--- config.mk ---
export PLATFORM = sky130hd
export DESIGN_NAME = pipeline_hazard_ctrl
export DESIGN_NICKNAME = d
export VERILOG_FILES = /design/src/rtl/pipe_ctrl_pkg.sv /design/src/rtl/load_use_detect.sv /design/src/rtl/pipeline_hazard_ctrl.sv
export SDC_FILE = /design/constraint.sdc
export NUM_CORES = 1
export LEC_CHECK = 0
export BUFFER_PORTS_ARGS = -buffer_cell sky130_fd_sc_hd__buf_4
export CELL_PAD_IN_SITES_DETAIL_PLACEMENT = 1
export CELL_PAD_IN_SITES_GLOBAL_PLACEMENT = 1
export CORE_UTILIZATION = 20
export CTS_BUF_LIST = sky130_fd_sc_hd__clkbuf_4 sky130_fd_sc_hd__clkbuf_8
export DETAILED_ROUTE_END_ITERATION = 10
export PLACE_DENSITY_LB_ADDON = 0.3
export SLEW_MARGIN = 5
export SYNTH_ARGS = -nofsm -noshare
export SYNTH_HDL_FRONTEND = slang
export SYNTH_HIERARCHICAL = 1
export SYNTH_SLANG_ARGS = --single-unit
--- constraint.sdc ---
create_clock -name clk -period 5.6 [get_ports clk]
set_input_delay 1.4 -clock clk [delete_from_list [all_inputs] [get_ports clk]]
set_output_delay 1.4 -clock clk [all_outputs]
set_load 0.01 [all_outputs]
--- src/rtl/pipe_ctrl_pkg.sv ---
// pipe_ctrl_pkg: hazard-controller FSM states, RV32I opcode constants and the NOP used for IF/ID flushes
package pipe_ctrl_pkg;
    typedef enum logic [1:0] {
        RUN       = 2'b00,
        LU_STALL  = 2'b01,
        IMEM_WAIT = 2'b10,
        REDIRECT  = 2'b11
    } hz_state_e;
    localparam logic [6:0] OP_LUI    = 7'b0110111;
    localparam logic [6:0] OP_AUIPC  = 7'b0010111;
    localparam logic [6:0] OP_JAL    = 7'b1101111;
    localparam logic [6:0] OP_OP     = 7'b0110011;
    localparam logic [6:0] OP_STORE  = 7'b0100011;
    localparam logic [6:0] OP_BRANCH = 7'b1100011;
    localparam logic [31:0] NOP      = 32'h0000_0013;
endpackage

--- src/rtl/load_use_detect.sv ---
// load_use_detect: flags an ID-stage source register that depends on the load currently in EX
module load_use_detect
    import pipe_ctrl_pkg::*;
(
    input  logic [31:0] id_instruction,
    input  logic        ex_mem_read,
    input  logic [4:0]  ex_rd,
    output logic        load_use
);
    logic [6:0] opcode;
    logic [4:0] rs1;
    logic [4:0] rs2;
    logic       rs1_used;
    logic       rs2_used;
    logic       unused_bits;
    assign opcode      = id_instruction[6:0];
    assign rs1         = id_instruction[19:15];
    assign rs2         = id_instruction[24:20];
    assign unused_bits = ^{id_instruction[31:25], id_instruction[14:7]};
    assign rs1_used    = !(opcode inside {OP_LUI, OP_AUIPC, OP_JAL});
    assign rs2_used    = opcode inside {OP_OP, OP_STORE, OP_BRANCH};
    assign load_use    = ex_mem_read && (ex_rd != 5'd0) &&
                         ((rs1_used && ex_rd == rs1) || (rs2_used && ex_rd == rs2));
endmodule

--- src/rtl/pipeline_hazard_ctrl.sv ---
// pipeline_hazard_ctrl: Mealy stall/flush controller for a 5-stage pipeline; define PIPE_PERF_CNT_EN to enable the perf counters
module pipeline_hazard_ctrl
    import pipe_ctrl_pkg::*;
(
    input  logic        clk,
    input  logic        reset,
    input  logic [31:0] id_instruction,
    input  logic        ex_mem_read,
    input  logic [4:0]  ex_rd,
    input  logic        branch_taken,
    input  logic        imem_ready,
    output logic        pc_write,
    output logic        ifid_write,
    output logic        ifid_flush,
    output logic        idex_bubble,
    output logic [1:0]  state_dbg,
    output logic [31:0] stall_cycles,
    output logic [31:0] flush_events
);
    hz_state_e state;
    hz_state_e next_state;
    logic      load_use;
    load_use_detect u_lud (
        .id_instruction (id_instruction),
        .ex_mem_read    (ex_mem_read),
        .ex_rd          (ex_rd),
        .load_use       (load_use)
    );
    always_ff @(posedge clk)
        state <= reset ? RUN : next_state;
    always_comb begin
        next_state  = RUN;
        pc_write    = 1'b1;
        ifid_write  = 1'b1;
        ifid_flush  = 1'b0;
        idex_bubble = 1'b0;
        if (reset) begin
            pc_write    = 1'b0;
            ifid_flush  = 1'b1;
            idex_bubble = 1'b1;
        end else if (branch_taken) begin
            ifid_write  = 1'b0;
            ifid_flush  = 1'b1;
            idex_bubble = 1'b1;
            next_state  = REDIRECT;
        end else if (load_use && state == RUN) begin
            pc_write    = 1'b0;
            ifid_write  = 1'b0;
            idex_bubble = 1'b1;
            next_state  = LU_STALL;
        end else if (!imem_ready) begin
            pc_write    = 1'b0;
            ifid_flush  = 1'b1;
            next_state  = IMEM_WAIT;
        end else begin
            ifid_flush  = (state == REDIRECT);
        end
    end
    assign state_dbg = state;
`ifdef PIPE_PERF_CNT_EN
    always_ff @(posedge clk) begin
        if (reset) begin
            stall_cycles <= 32'd0;
            flush_events <= 32'd0;
        end else begin
            if (!pc_write && stall_cycles != 32'hFFFF_FFFF)
                stall_cycles <= stall_cycles + 32'd1;
            if (branch_taken && flush_events != 32'hFFFF_FFFF)
                flush_events <= flush_events + 32'd1;
        end
    end
`else
    assign stall_cycles = 32'd0;
    assign flush_events = 32'd0;
`endif
endmodule
== After elaboration in Yosys (flattened, before gate mapping) ==
Cells that the tools add are included.

* Multiplexer cells: 17
* Eq/ne operators: 9
* Reduce and logical (&&, ||, !) cells: 11

{| class="wikitable"
|+ Operator list
! operator !! number
|-
| == test 7 x 6 -> 1 bit (second input constant) || 3
|-
| == test 7 bit (second input constant) || 2
|-
| two-way mux 1 bit || 14
|-
| == test 5 bit || 2
|-
| == test 7 x 5 -> 1 bit (second input constant) || 1
|-
| two-way mux 2 bit || 3
|-
| nonzero test 3 bit || 2
|-
| logical AND 1 bit || 5
|-
| nonzero test 5 bit || 1
|-
| == test 2 bit (second input constant) || 1
|-
| zero test 2 bit || 1
|-
| zero test 1 bit || 1
|-
| logical OR 1 bit || 1
|}

* Word-level logic and storage cells: 38
* Bits in registers: 2
* Bits of input ports: 42
* Output and inout port bits: 70

== Depth between registers and ports, before layout ==
Gate-level depths: netlist of run 1.

* Word-level depth: 10
* Mapped depth: 6
* Depth with buffers taken out: 6

== Modules after synthesis ==
Netlist of run 1, hierarchy kept.

{| class="wikitable"
|+ Modules (own cells, without submodules)
! module !! seq. area each (sq um) !! times used !! area each (sq um) !! cells each
|-
| pipeline_hazard_ctrl || 40.0 || 1 || 608.1 || 78
|-
| load_use_detect || 0.0 || 1 || 170.2 || 23
|}

== Least setup slack after synthesis of run 1 ==
Ideal clock, no wire load.

* Kind: input -> output
* Start: input port ex_rd[0]
* End: output port ifid_flush
* Required time: 4,200 ps
* Stages on the path: 5
* Arrival: 2,453 ps
* Path buffers: 0
* Path slack: 1,747 ps
* Cell sequence: or4_1 o21ai_1 a21oi_1 nor3b_4 o21ai_1

* Word-level cells in the longest chain between the ends: 8
* Elaborated cells between the ends (all ways): 12
* Classes of those cells: 2 x eq/ne; 3 x mux; 7 x reduce/logical

{| class="wikitable"
|+ Ends and longest elaborated chain
! what !! RTL line !! source
|-
| start, declared || pipeline_hazard_ctrl.sv:9 || <nowiki>input logic [4:0] ex_rd,</nowiki>
|-
| == test 5 bit || load_use_detect.sv:23 || <nowiki>((rs1_used && ex_rd == rs1) || (rs2_used && ex_rd == rs2));</nowiki>
|-
| logical AND 1 bit || load_use_detect.sv:23 ||
|-
| logical OR 1 bit || load_use_detect.sv:23 ||
|-
| logical AND 1 bit * || load_use_detect.sv:22 || <nowiki>assign load_use = ex_mem_read && (ex_rd != 5'd0) &&</nowiki>
|-
| via load_use || pipeline_hazard_ctrl.sv:22 || <nowiki>logic load_use;</nowiki>
|-
| logical AND 1 bit * || pipeline_hazard_ctrl.sv:46 || <nowiki>end else if (load_use && state == RUN) begin</nowiki>
|-
| two-way mux 1 bit * || pipeline_hazard_ctrl.sv:46 ||
|-
| two-way mux 1 bit * || pipeline_hazard_ctrl.sv:41 || <nowiki>end else if (branch_taken) begin</nowiki>
|-
| two-way mux 1 bit * || pipeline_hazard_ctrl.sv:37 || <nowiki>if (reset) begin</nowiki>
|-
| end, declared || pipeline_hazard_ctrl.sv:14 || <nowiki>output logic ifid_flush,</nowiki>
|}

The timed path passes the listed nets; every way through them passes the cells marked *.

== Final worst setup path of run 1 ==
* Start: input port id_instruction[2]
* End: output port pc_write

* Word-level cells in the longest chain between the ends: 10
* Elaborated cells between the ends (all ways): 17
* Classes of those cells: 6 x eq/ne; 3 x mux; 8 x reduce/logical

{| class="wikitable"
|+ Ends and longest elaborated chain
! what !! RTL line !! source
|-
| start, declared || pipeline_hazard_ctrl.sv:7 || <nowiki>input logic [31:0] id_instruction,</nowiki>
|-
| == test 7 x 6 -> 1 bit, or another cell as far along || load_use_detect.sv:20 || <nowiki>assign rs1_used = !(opcode inside {OP_LUI, OP_AUIPC, OP_JAL});</nowiki>
|-
| nonzero test 3 bit || load_use_detect.sv:20 ||
|-
| zero test 1 bit || load_use_detect.sv:20 ||
|-
| logical AND 1 bit || load_use_detect.sv:23 ||
|-
| logical OR 1 bit * || load_use_detect.sv:23 ||
|-
| logical AND 1 bit * || load_use_detect.sv:22 ||
|-
| via load_use || pipeline_hazard_ctrl.sv:22 ||
|-
| logical AND 1 bit * || pipeline_hazard_ctrl.sv:46 ||
|-
| two-way mux 1 bit * || pipeline_hazard_ctrl.sv:46 ||
|-
| two-way mux 1 bit * || pipeline_hazard_ctrl.sv:41 ||
|-
| two-way mux 1 bit * || pipeline_hazard_ctrl.sv:37 ||
|-
| end, declared || pipeline_hazard_ctrl.sv:12 || <nowiki>output logic pc_write,</nowiki>
|}

Marked as above.

==> parameters.txt, run 1 <==
Parameter                              Value

Clock tree
  Number of setup buffers added after CTS ... 0
  Cts repair resizes ... 0
  Clock buffers created by TritonCTS ... 3
  CTS clk-pin slew, worst paths ... ~30 ps
  Number of sinks handled by clock tree synthesis ... 2
  Clock Tree Buf Depth ... 2
  CTS Root Cell ... clkbuf_8
  Hold buffer count at cts ... 0
  TritonCTS clock tree ... yes
  Source-to-sink clock delay at the later pin of the worst-skew pair ... about 210 ps
  H-tree depth ... 1

Setup path
  Crit Path Max Fanout ... 6
  R2r endpoint ... state_dbg[1]
  Depth of the most critical reg-to-reg path ... 2
  Critical path launch point ... id_instruction[2]
  FF-to-FF setup slack ... 4750 ps
  Worst R2R Start ... state_dbg[1]
  Endpoint required time on the critical path ... about 4200 ps
  Critical Path Source Type ... primary input
  Endpoint arrival time on the critical path ... roughly 2800 ps
  Worst setup endpoint ... pc_write
  Critical path capture point type ... output pin
  Crit path kind ... primary input to output pin

Run status
  Run status ... complete, no violations

Yosys
  Area share of and/or/nand/nor cells after synthesis ... 0.119
  Warning count from the yosys run ... 6
  Cell type with the largest total area after synthesis ... buf_4
  Area share of fa/ha/maj cells after synthesis ... 0
  Post-synthesis instance area ... about 780 um^2
  Leading cell types by total area after synthesis ... buf_4, xor2_1, dfxtp_1
  Synthesized-area fraction occupied by ao, oa, aoi and oai cells ... 0.0949
  FF+latch count, synth ... 2
  Combinational family with the most area after synthesis ... buffers and inverters
  Most used DFF post-synth ... dfxtp_1
  Number of instances in the synthesized netlist ... about 100
  Share of the synthesized area in the top cell type ... 0.617
  Sequential fraction of the synthesis area ... 0.0514
  Fraction of synthesis flops using an asynchronous set or reset pin ... 0
  Mux contribution to synthesized area ... 0
  Count of different cell masters after synthesis ... 22
  Number of flops mapped to enable cells by yosys ... 0
  Avg Cell Area, Syn ... around 7.7 um^2
  XOR/XNOR share of the synthesized area ... 0.113

Min path
  Class of the most critical hold timing path ... flop to flop
  Worst hold path cell count ... 2

Place
  Routability congestion estimate ... slightly above 0.7
  Setup slack after placement ... 1410 ps
  Sum of net half-perimeters after detailed placement ... ~1400 um
  Port Buf Inserts ... 32

Floorplan
  Ports placed on the boundary ... about 110
  Starting utilization of the core area ... 0.211
  Row Count ... 22
  Die Span X ... between 60 and 70 um
  Core outline area ... ~3700 um^2
  Die footprint ... around 4100 um^2
  Floorplan die height ... about 64 um

Global route
  Total global routing overflow ... 0
  Global-route wire length before repair ... between 2000 and 2500 um
  Initial antenna violation count ... 0
  All-layer global routing usage ... 0.0663
  Largest net degree at the start of global routing ... 7
  Via count of the first global-routing pass ... approximately 450

STA
  Peak clock frequency supported by timing ... approximately 0.24 GHz
  RSZ-0062 raised after global routing ... no
  Accumulated negative setup slack ... 0 ps
  Period minus WS final ... around 4200 ps
  Number of failing hold endpoints at the final stage ... 0
  Setup Viol. Count Final ... 0
  Worst Skew ... 0.944 ps
  Worst setup margin ... approximately 1400 ps
  Final Cycle Share ... 0.754
  Count of final max-slew check failures ... 0

Layout
  Share of the core filled with cells ... 0.237
  Area overhead of the layout relative to synthesis ... 12.5%
  Count of fill cells added during filler insertion ... about 480
  Total Nets Final ... between 150 and 200
  Max FFs per register ... 2
  Layout cells sized above 1 ... 0.267
  Number of diodes added for antenna fixing ... 0

Pwr
  Leakage component of the power ... 0.000483 uW
  Highest ir drop seen on vdd ... between 0.04 and 0.05 mV
  Cell Pwr Density ... approximately 140 nW/um^2
  Internal power summed over all cells ... just over 80 uW
  Net switching share of the total power ... 0.351
  Power share of the clock group ... 0.440
  Seq pwr share ... 0.131
  Combinational share of power ... 0.428
  Switching component of the power ... around 45 uW

Route
  Number of antenna-violating nets in the routed design ... 0
  Number of iterations in the first detailed-routing pass ... 2
  Total vias in the final route ... between 500 and 600
  Number of DRC markers in iteration 0 ... 10
  Routed WL per cell ... between 8 and 9 um
  Number of design rule violations left after detail routing ... 0
  Post-detailed-route via-to-cell ratio ... slightly above 3
  Total Wirelength ... 1510 um

Job
  Max-cap violation count ... 0
routing by layer:
metal / global-route usage / vias up / routed length (um)
li1: - / 269 / -
met1: 0.0622 / 242 / 498
met2: 0.121 / 47 / 822
met3: 0.0179 / 4 / 145
met4: 0.0500 / 0 / 38
met5: 0 / - / 0
stage by stage:
stage / hold slack, ps / instances / total power, uW / cell area [um^2]
2_1_floorplan: 677 / 164 / 80.2 / 1010
3_3_place_gp: 673 / 180 / 69.7 / 835
3_5_place_dp: 684 / 180 / 70.3 / 835
4_1_cts: 691 / 183 / 128 / 876
5_1_grt: 711 / 183 / 136 / 876
6_report: 684 / 183 / 127 / 876
cells by family after synthesis:
kind of cell	after synthesis
buf+inv	64
simple gates	13
compound gates	11
xor+xnor	10
flops	2
other cells	1
Yosys cell counts, types with 2 or more instances:
library cell,number
buf_4,64
xor2_1,6
xnor2_1,4
nand2b_1,3
o21ai_1,3
a21oi_1,2
dfxtp_1,2
nor2_1,2
nor3_1,2
power groups by stage:
stage / Clock [uW] / Combinational [uW] / Sequential, uW
6_report: 55.9 / 54.4 / 16.7
5_1_grt: 58.6 / 60.2 / 16.8
4_1_cts: 57.4 / 53.5 / 16.7
3_5_place_dp: 0 / 53.4 / 16.9
3_3_place_gp: 0 / 52.8 / 16.9
2_1_floorplan: 0 / 63.1 / 17.1
cells in the final DEF, fill, tap and decap left out, drive strengths merged, types with 2 or more instances in the layout:
cell	n
dfxtp	2
nand2b	3
o21ai	3
xnor2	4
nor2	2
clkbuf	3
buf	32
a21oi	2
xor2	6
nor3	2
conb	64
worst min path at each step:
stage | startpoint | to | slack [ps]
after floorplan | state_dbg[0] | state_dbg[1] | 680
after global placement | state_dbg[0] | state_dbg[0] | 670
after detailed placement | state_dbg[0] | state_dbg[0] | 680
after CTS | state_dbg[0] | state_dbg[0] | 690
after global routing | state_dbg[0] | state_dbg[0] | 710
final | state_dbg[0] | state_dbg[0] | 680
final cells by class:
type,count,area (um^2),share of cell area
clock buffers,3,41.3,0.0471
multi-input cells,98,494,0.564
flip-flops and latches,2,40.0,0.0457
well taps,48,60.1,0.0686
repair buffers,32,240,0.274
critical path, stage by stage:
cell,delay [ps]
buf_4,110
nand4b_1,160
a211oi_1,280
nand4_1,130
a21oi_1,180
nor3b_4,300
o21ai_1,120
buf_4,150
No activity file was read; power rests on OpenSTA's default activity.
==> inputs of run 2 (changes only) <==
--- a/config.mk
+++ b/config.mk
@@ -8,7 +8,7 @@
 export BUFFER_PORTS_ARGS = -buffer_cell sky130_fd_sc_hd__buf_4
 export CELL_PAD_IN_SITES_DETAIL_PLACEMENT = 1
 export CELL_PAD_IN_SITES_GLOBAL_PLACEMENT = 1
-export CORE_UTILIZATION = 20
+export CORE_UTILIZATION = 18
 export CTS_BUF_LIST = sky130_fd_sc_hd__clkbuf_4 sky130_fd_sc_hd__clkbuf_8
 export DETAILED_ROUTE_END_ITERATION = 10
 export PLACE_DENSITY_LB_ADDON = 0.3
==> constraint.sdc (replaced) <==
create_clock -name clk -period 4.1 [get_ports clk]
set_input_delay 1.025 -clock clk [delete_from_list [all_inputs] [get_ports clk]]
set_output_delay 1.025 -clock clk [all_outputs]
set_load 0.01 [all_outputs]
==> run 2 against run 1 <==
Compared with the run above:
- first-iteration DRC count fell by 70%
- combinational power rose by 37%
- die area rose by 11%
- routed wire length rose by 6.2%
- critical endpoint unchanged
- clock skew rose by 1.2 ps
==> parameters.txt, run 2 (synthesis results as in run 1) <==
Parameter                              Value

Route
  Number of design rule violations left after detail routing ... 0
  Routed WL per cell ... between 8 and 9 um
  Post-detailed-route via-to-cell ratio ... 3.12
  Number of iterations in the first detailed-routing pass ... 2
  Number of DRC markers in iteration 0 ... 3
  Total Wirelength ... approximately 1600 um
  Total vias in the final route ... 577
  Number of antenna-violating nets in the routed design ... 0

Global route
  Global-route wire length before repair ... about 2200 um
  Via count of the first global-routing pass ... 480
  Largest net degree at the start of global routing ... 7
  Total global routing overflow ... 0
  Initial antenna violation count ... 0
  All-layer global routing usage ... 0.0683

Layout
  Number of diodes added for antenna fixing ... 0
  Layout cells sized above 1 ... 0.267
  Max FFs per register ... 2
  Area overhead of the layout relative to synthesis ... 12.9%
  Share of the core filled with cells ... 0.215
  Most common library cell in the layout ignoring fill and taps ... conb_1
  Count of fill cells added during filler insertion ... around 540
  Total Nets Final ... roughly 180
  Commonest cells after routing, fill and taps aside ... conb_1, buf_4, xor2_1, xnor2_1
  Fin area ... between 800 and 900 um^2

Floorplan
  Core outline area ... slightly above 4000 um^2
  Die Span X ... about 68 um
  Starting utilization of the core area ... 0.190
  Floorplan die height ... around 68 um
  Row Count ... 23
  Die footprint ... about 4600 um^2
  Ports placed on the boundary ... ~110

STA
  RSZ-0062 raised after global routing ... no
  Period minus WS final ... roughly 3500 ps
  Count of final max-slew check failures ... 0
  Peak clock frequency supported by timing ... around 0.29 GHz
  Number of failing hold endpoints at the final stage ... 0
  Worst setup margin ... 631 ps
  Accumulated negative setup slack ... 0 ps
  Worst Skew ... roughly 2.2 ps
  Setup Viol. Count Final ... 0
  Final Cycle Share ... 0.846

Clock tree
  TritonCTS clock tree ... yes
  H-tree depth ... 1
  Cts repair resizes ... 0
  CTS clk-pin slew, worst paths ... approximately 30 ps
  Number of sinks handled by clock tree synthesis ... 2
  CTS Root Cell ... clkbuf_8
  Clock Tree Buf Depth ... 2
  Clock buffers created by TritonCTS ... 3
  Hold buffer count at cts ... 0
  Number of setup buffers added after CTS ... 0
  Source-to-sink clock delay at the later pin of the worst-skew pair ... between 200 and 250 ps

Pwr
  Overall power after layout ... around 170 uW
  Highest ir drop seen on vdd ... 0.0479 mV
  Leakage component of the power ... 0.000483 uW
  Cell Pwr Density ... between 150 and 200 nW/um^2

Place
  Setup slack after placement ... around 600 ps
  Port Buf Inserts ... 32
  Cell area after placement ... around 840 um^2
  Sum of net half-perimeters after detailed placement ... 1440 um
  Routability congestion estimate ... 0.753

Setup path
  Worst R2R Start ... state_dbg[1]
  Endpoint required time on the critical path ... 3070 ps
  Critical path launch point ... id_instruction[2]
  Endpoint arrival time on the critical path ... 2440 ps
  FF-to-FF setup slack ... 3230 ps
  R2r endpoint ... state_dbg[1]
  Depth of the most critical reg-to-reg path ... 2
  Crit path kind ... primary input to output pin
  Crit Path Max Fanout ... 6
  Critical Path Source Type ... primary input
  Critical path capture point type ... output pin
  Worst setup endpoint ... pc_write

Run status
  Run status ... complete, no violations

Job
  Max-cap violation count ... 0

Min path
  Worst hold path cell count ... 2
  Class of the most critical hold timing path ... flop to flop
run 2: critical path, stage by stage:
cell	delay (ps)
buf_4	110
nand4b_1	160
a211oi_1	260
nand4_1	120
a21oi_1	180
nor3b_4	320
o21ai_1	120
buf_4	150
run 2: cell type report:
cell class                 count  area, um^2  area share
tap                           50        62.6      0.0712
sequential                     2        40.0      0.0456
multi-input combinational     98         494       0.563
clock buffer                   3        41.3      0.0470
timing repair buffer          32         240       0.274
run 2: worst min-delay path by stage:
| stage | startpoint | endpoint | slack [ps] |
|---|---|---|---|
| 6_report | state_dbg[0] | state_dbg[1] | 670 |
| 5_1_grt | state_dbg[0] | state_dbg[0] | 720 |
| 4_1_cts | state_dbg[0] | state_dbg[1] | 680 |
| 3_5_place_dp | state_dbg[0] | state_dbg[1] | 670 |
| 3_3_place_gp | state_dbg[0] | state_dbg[1] | 670 |
| 2_1_floorplan | state_dbg[0] | state_dbg[1] | 680 |
run 2: where the power goes:
| group | internal, uW | switching [uW] | total, uW |
|---|---|---|---|
| clock network | 62.1 | 15.2 | 77.2 |
| registers | 21.0 | 1.74 | 22.8 |
| logic | 29.5 | 45.1 | 74.6 |
run 2: routing by layer:
| metal | routed length [um] | vias to the layer above | global-route usage |
|---|---|---|---|
| met1 | 439 | 257 | 0.0602 |
| met2 | 959 | 47 | 0.136 |
| met4 | 42 | 0 | 0.0559 |
| li1 | - | 269 | - |
| met5 | 0 | - | 0 |
| met3 | 157 | 4 | 0.00676 |
run 2: stage by stage:
| stage | hold WS [ps] | cells |
|---|---|---|
| after floorplan | 677 | 164 |
| after global placement | 667 | 182 |
| after detailed placement | 672 | 182 |
| after CTS | 681 | 185 |
| after global routing | 723 | 185 |
| final | 675 | 185 |
